==> config.mk <==
export PLATFORM = sky130hd
export DESIGN_NAME = gain_ramp
export DESIGN_NICKNAME = d
export VERILOG_FILES = /design/src/rtl/gain_ramp_pkg.sv /design/src/rtl/gain_ramp_zc_detect.sv /design/src/rtl/gain_ramp.sv
export SDC_FILE = /design/constraint.sdc
export NUM_CORES = 1
export LEC_CHECK = 0
export ABC_CLOCK_PERIOD_IN_PS = 6600
export CAP_MARGIN = 20
export CORE_UTILIZATION = 45
export CTS_CLUSTER_DIAMETER = 50
export CTS_CLUSTER_SIZE = 10
export DETAILED_ROUTE_END_ITERATION = 7
export PLACE_DENSITY = 0.86
export REMOVE_ABC_BUFFERS = 1
export SLEW_MARGIN = 20
export SYNTH_ARGS = -nofsm -noshare
export SYNTH_HDL_FRONTEND = slang
export SYNTH_SLANG_ARGS = --single-unit
==> constraint.sdc <==
create_clock -name clk -period 6.6 [get_ports clk]
set_input_delay 1.32 -clock clk [delete_from_list [all_inputs] [get_ports clk]]
set_output_delay 1.32 -clock clk [all_outputs]
set_load 0.05 [all_outputs]
==> src/rtl/gain_ramp_pkg.sv <==
// Shared definitions for the gain slew generator and the mixer top that hosts it.
// Holds the FSM encoding, bus widths, default pacing constants and the step helper.
// No logic lives here; everything is constant or pure function.
package gain_ramp_pkg;

   localparam int GAIN_W   = 8;
   localparam int SAMPLE_W = 16;

   // Defaults shared with the mixer top so every channel slews at the same rate.
   localparam int DEF_STEP_DIV   = 4;
   localparam int DEF_ZC_TIMEOUT = 64;

   typedef enum logic {
      IDLE = 1'b0,
      RAMP = 1'b1
   } state_t;

   typedef logic [GAIN_W-1:0] gain_t;

   // One LSB toward the goal; never overshoots and never wraps because the goal
   // is itself an in-range gain.
   function automatic gain_t step_toward(input gain_t cur, input gain_t goal);
      gain_t res;
      if (goal > cur) begin
         res = cur + gain_t'(1);
      end else if (goal < cur) begin
         res = cur - gain_t'(1);
      end else begin
         res = cur;
      end
      step_toward = res;
   endfunction

endpackage

==> src/rtl/gain_ramp_zc_detect.sv <==
// Zero-crossing detector: flags a strobed sample that is 0 or flips sign vs the last one.
// Latency: combinational pulse on the qualifying SAMPLE_EN cycle; sign history is registered.
// Backpressure: none, follows the sample strobe. Present only when GAIN_RAMP_ZC_EN is defined.
`ifdef GAIN_RAMP_ZC_EN
module zc_detect
   import gain_ramp_pkg::*;
(
   input  logic                clk,
   input  logic                rst,
   input  logic                sample_en,
   input  logic [SAMPLE_W-1:0] sample,
   output logic                zc
);

   // Sign of the previous strobed sample; 0 means positive, which is also the
   // reset assumption so a first negative sample counts as a crossing.
   logic prev_neg;

   // Track the sign of each strobed sample.
   always_ff @(posedge clk) begin
      if (rst) begin
         prev_neg <= 1'b0;
      end else if (sample_en) begin
         prev_neg <= sample[SAMPLE_W-1];
      end
   end

   // The pulse is combinational so a pending gain step can land on the very
   // sample that crosses, not one sample later.
   assign zc = sample_en &&
               ((sample == '0) || (sample[SAMPLE_W-1] != prev_neg));

endmodule
`endif

==> src/rtl/gain_ramp.sv <==
// Gain slew generator: walks GAIN toward the (mute-aware) target in 1-LSB steps per STEP_DIV strobes.
// Latency: accept->RAMP same edge; first step on the STEP_DIV-th strobe; GAIN is registered.
// Backpressure: tgt_ready low for the whole ramp. Optional GAIN_RAMP_ZC_EN defers steps to zero crossings.
module gain_ramp
   import gain_ramp_pkg::*;
#(
   parameter int STEP_DIV   = DEF_STEP_DIV,
   parameter int ZC_TIMEOUT = DEF_ZC_TIMEOUT
) (
   input  logic                clk,
   input  logic                rst,
   input  logic                sample_en,
   input  logic [SAMPLE_W-1:0] in,
   input  logic [GAIN_W-1:0]   tgt,
   input  logic                tgt_valid,
   output logic                tgt_ready,
   input  logic                mute,
   output logic [GAIN_W-1:0]   gain,
   output logic                busy,
   output logic                at_tgt
);

   localparam logic [7:0] DIV_LAST = 8'(STEP_DIV - 1);

   state_t     state;
   state_t     state_nxt;
   gain_t      gain_r;
   gain_t      gain_nxt;
   gain_t      tgt_r;
   gain_t      eff;
   logic [7:0] div_cnt;
   logic [7:0] div_nxt;
   logic       accept;
   logic       step;

`ifdef GAIN_RAMP_ZC_EN
   localparam logic [7:0] ZC_LAST = 8'(ZC_TIMEOUT - 1);

   logic       step_due;
   logic       due_nxt;
   logic [7:0] zc_cnt;
   logic [7:0] zc_cnt_nxt;
   logic       zc;

   zc_detect u_zc_detect (
      .clk       (clk),
      .rst       (rst),
      .sample_en (sample_en),
      .sample    (in),
      .zc        (zc)
   );
`else
   // Without zero-cross pacing the sample value and the timeout play no part.
   logic unused_zc;
   assign unused_zc = ^{in, 8'(ZC_TIMEOUT)};
`endif

   // Mute overrides the stored target without disturbing it.
   assign eff    = mute ? '0 : tgt_r;
   assign accept = tgt_valid && tgt_ready;

   assign tgt_ready = (state == IDLE);
   assign busy      = (state == RAMP);
   assign at_tgt    = (gain_r == eff);
   assign gain      = gain_r;

   // Pacing: decide on which strobe a 1-LSB step fires; idle or settled clears it.
   always_comb begin
      step    = 1'b0;
      div_nxt = div_cnt;
`ifdef GAIN_RAMP_ZC_EN
      due_nxt    = step_due;
      zc_cnt_nxt = zc_cnt;
`endif
      if ((state != RAMP) || (gain_r == eff)) begin
         div_nxt = '0;
`ifdef GAIN_RAMP_ZC_EN
         due_nxt    = 1'b0;
         zc_cnt_nxt = '0;
`endif
      end else if (sample_en) begin
`ifdef GAIN_RAMP_ZC_EN
         // A due step waits for a crossing (or the timeout); the divider
         // freezes meanwhile so the step rate is never compressed.
         if (step_due) begin
            if (zc || (zc_cnt == ZC_LAST)) begin
               step       = 1'b1;
               due_nxt    = 1'b0;
               zc_cnt_nxt = '0;
            end else begin
               zc_cnt_nxt = zc_cnt + 8'd1;
            end
         end else if (div_cnt == DIV_LAST) begin
            div_nxt    = '0;
            due_nxt    = 1'b1;
            zc_cnt_nxt = '0;
         end else begin
            div_nxt = div_cnt + 8'd1;
         end
`else
         if (div_cnt == DIV_LAST) begin
            div_nxt = '0;
            step    = 1'b1;
         end else begin
            div_nxt = div_cnt + 8'd1;
         end
`endif
      end
   end

   // Next state and next gain; direction is re-derived from eff on every step.
   always_comb begin
      state_nxt = state;
      gain_nxt  = gain_r;
      case (state)
         IDLE: begin
            // Either eff already moved away (mute toggle) or a fresh target
            // that differs is being accepted on this edge.
            if ((gain_r != eff) || (accept && !mute && (tgt != gain_r))) begin
               state_nxt = RAMP;
            end
         end
         RAMP: begin
            if (gain_r == eff) begin
               // eff came to meet us (mute change) without a step.
               state_nxt = IDLE;
            end else if (step) begin
               gain_nxt = step_toward(gain_r, eff);
               if (gain_nxt == eff) begin
                  state_nxt = IDLE;
               end
            end
         end
         default: state_nxt = IDLE;
      endcase
   end

   // FSM state register.
   always_ff @(posedge clk) begin
      if (rst) begin
         state <= IDLE;
      end else begin
         state <= state_nxt;
      end
   end

   // Datapath registers: applied gain, stored target and pacing counters.
   always_ff @(posedge clk) begin
      if (rst) begin
         gain_r  <= '0;
         tgt_r   <= '0;
         div_cnt <= '0;
      end else begin
         gain_r  <= gain_nxt;
         div_cnt <= div_nxt;
         if (accept) begin
            tgt_r <= tgt;
         end
      end
   end

`ifdef GAIN_RAMP_ZC_EN
   // Zero-cross wait state: pending step flag and strobes waited so far.
   always_ff @(posedge clk) begin
      if (rst) begin
         step_due <= 1'b0;
         zc_cnt   <= '0;
      end else begin
         step_due <= due_nxt;
         zc_cnt   <= zc_cnt_nxt;
      end
   end
`endif

endmodule

==> metrics.txt <==
Port Buffers 23; VDD IR max ~0.12 mV; Starting Density between 40% and 50%; Place WS roughly 1.4 ns; setup_tns 0 ns; post-CTS setup buffers 0; number of global-route vias before repair roughly 1300; fin cells 275; initial antenna violation count 0; CP Launch Type primary input; required time of the critical path 5.28 ns; DRC 0; run status completed; Leakage 0.000754 uW; Hold WC Path Type reg -> reg; ys flop type dfxtp_1; final core occ 57.1%; Area Growth Syn to Fin 18.0%; Global Route Usage Sum approximately a fifth; DRT iter0 DRCs 41; die area 0.00395 mm2; H-Tree Depth 1; die height about 63 um; Synth Instances 210; CTS Buf Count 3; HPWL after detailed placement 2.69 mm; Critical Path AT 3.88 ns; Clock Path Buffers 2; first-pass GRT wire length roughly 5.8 mm; sequential element share of the synthesized area 30.0%; Clock Sinks 25; antenna-violating nets left 0; number of setup violations in the final report 0; Comb power frac between 20% and 30%; power per cell area ~170 mW/mm2; YS warnings 0; CP Capture Type output pin; crit path kind in -> out; I/O pins 40; final period demand of the worst path between 5 and 6 ns; Netlist Area Pre-Place 0.00167 mm2; Slew @ Worst Pin about 0.7 ns; RSZ-0062 raised after global routing false; Synth cell types 34; CTS clk-pin slew, worst paths approximately 0.090 ns; CTS tree done; crit share post-route between 70% and 80%; Clock power frac between 20% and 30%; Routed WL between 3 and 4 mm; Post-CTS Hold Fix Bufs 0; Mapped Avg Cell Area about 8 um2; Internal approximately 230 uW; Clock Skews between 0.004 and 0.005 ns; total core area roughly 0.0034 mm2; switching power ~110 uW; row cnt 21; ant diodes 0; WL/cell between 10 and 15 um; Final WS setup about 1.4 ns; final hold vios 0; Final Net Count 270; max cap viols 0; Sw Share around a third; Async SR Flop Fraction 0%; Seq pwr share between 40% and 50%; routed vias 1462; Max FO, Critical Path 9; max-slew violations 0; Seq cells post-synth 25; clk_lat worst skew between 0.2 and 0.3 ns; number of enable flip-flop cells after synthesis 0; GPL Wtd Cong about 0.86; Pre-Repair DR Iteration Count 4; fmax around 190 MHz; dpl cells between 200 and 300; Die Wd about 63 um; share of layout cells above drive strength 1 4.37%; routed vias/inst between 5 and 6; pin count of the biggest net entering global routing 20; GRT Residual Overflow 0; Clock Tree Root clkbuf_8; Rel. slew slack a little over half; Hold Worst Slack 0.457 ns; CTS resizes 0
-- routing by layer --
layer	track usage [%]	share of wire, %
met2	30.7	46
met5	0	0
met1	24.7	47
met3	1.82	4.2
met4	8.43	2.6
-- worst paths after layout --
path,from,end,slack [ns],cells after the start
setup reg to reg,gain[1],busy,3.51,10
setup / recovery,mute,at_tgt,1.40,7
hold / removal,tgt_r[3],tgt_r[3],0.46,2
hold reg to reg,tgt_r[3],tgt_r[3],0.46,2
-- cells in the final DEF, fill, tap and decap left out, types with 4 or more instances in the layout --
| cell | Yosys | final |
|---|---|---|
| o21ai_0 | 4 | 4 |
| nand2_1 | 33 | 33 |
| ha_1 | 11 | 11 |
| xor2_1 | 15 | 15 |
| nor2b_1 | 9 | 9 |
| nand4_1 | 10 | 10 |
| inv_1 | 11 | 11 |
| xnor2_1 | 21 | 21 |
| a21oi_1 | 11 | 11 |
| clkdlybuf4s50_1 | 0 | 23 |
| nor2_1 | 20 | 20 |
| dfxtp_1 | 25 | 25 |
| nor4_1 | 5 | 5 |
-- power groups by stage --
stage / Sequential [uW] / Combinational [uW] / Clock (uW)
floorplan: 164 / 58.5 / 0
global placement: 162 / 87.5 / 0
detailed placement: 162 / 88.6 / 0
CTS: 158 / 88.9 / 95.6
global route: 159 / 97.3 / 101
finish: 158 / 89.4 / 94.5
-- state kept, by name (all words and copies together), names as in the netlist --
register,flops
div_cnt,8
busy,1
gain,8
tgt_r,8
-- cell type report --
type | instances | area [um2]
clock buffer | 3 | 41.3
clock inverter | 1 | 5.00
fill | 321 | 1480
inverter | 11 | 41.3
multi-input combinational | 166 | 1090
sequential | 25 | 500
tap | 46 | 57.6
timing repair buffer | 23 | 230
-- synth_stat cells (5+ instances only) --
| cell | count | area share [%] |
|---|---|---|
| clkbuf_1 | 5 | 1.1 |
| a21oi_1 | 11 | 3.3 |
| ha_1 | 11 | 8.3 |
| xnor2_1 | 21 | 11 |
| nand4_1 | 10 | 3.8 |
| xor2_1 | 15 | 7.9 |
| nor2b_1 | 9 | 3.4 |
| nor2_1 | 20 | 4.5 |
| dfxtp_1 | 25 | 30 |
| nor4_1 | 5 | 1.9 |
| inv_1 | 11 | 2.5 |
| nand2_1 | 33 | 7.4 |
-- per-stage QoR --
step | instance area (um2) | total power (uW)
floorplan | 1630 | 222
global placement | 1920 | 249
detailed placement | 1920 | 250
CTS | 1970 | 343
global route | 1970 | 357
finish | 1970 | 342
-- cell families after synthesis --
family | share of synthesized area (%)
fa+ha+maj | 8.26
simple gates | 25.9
mux | 2.03
compound gates | 10.4
flops | 30.0
xor+xnor | 18.9
buf+inv | 4.50
-- critical path: stages --
cell             delay, ns
clkdlybuf4s50_1       0.64
nor2b_1               0.14
ha_1                  0.33
nand4_1               0.15
or2_0                 0.37
inv_1                 0.12
clkdlybuf4s50_1       0.80
Power figures use the tool's default switching activity.
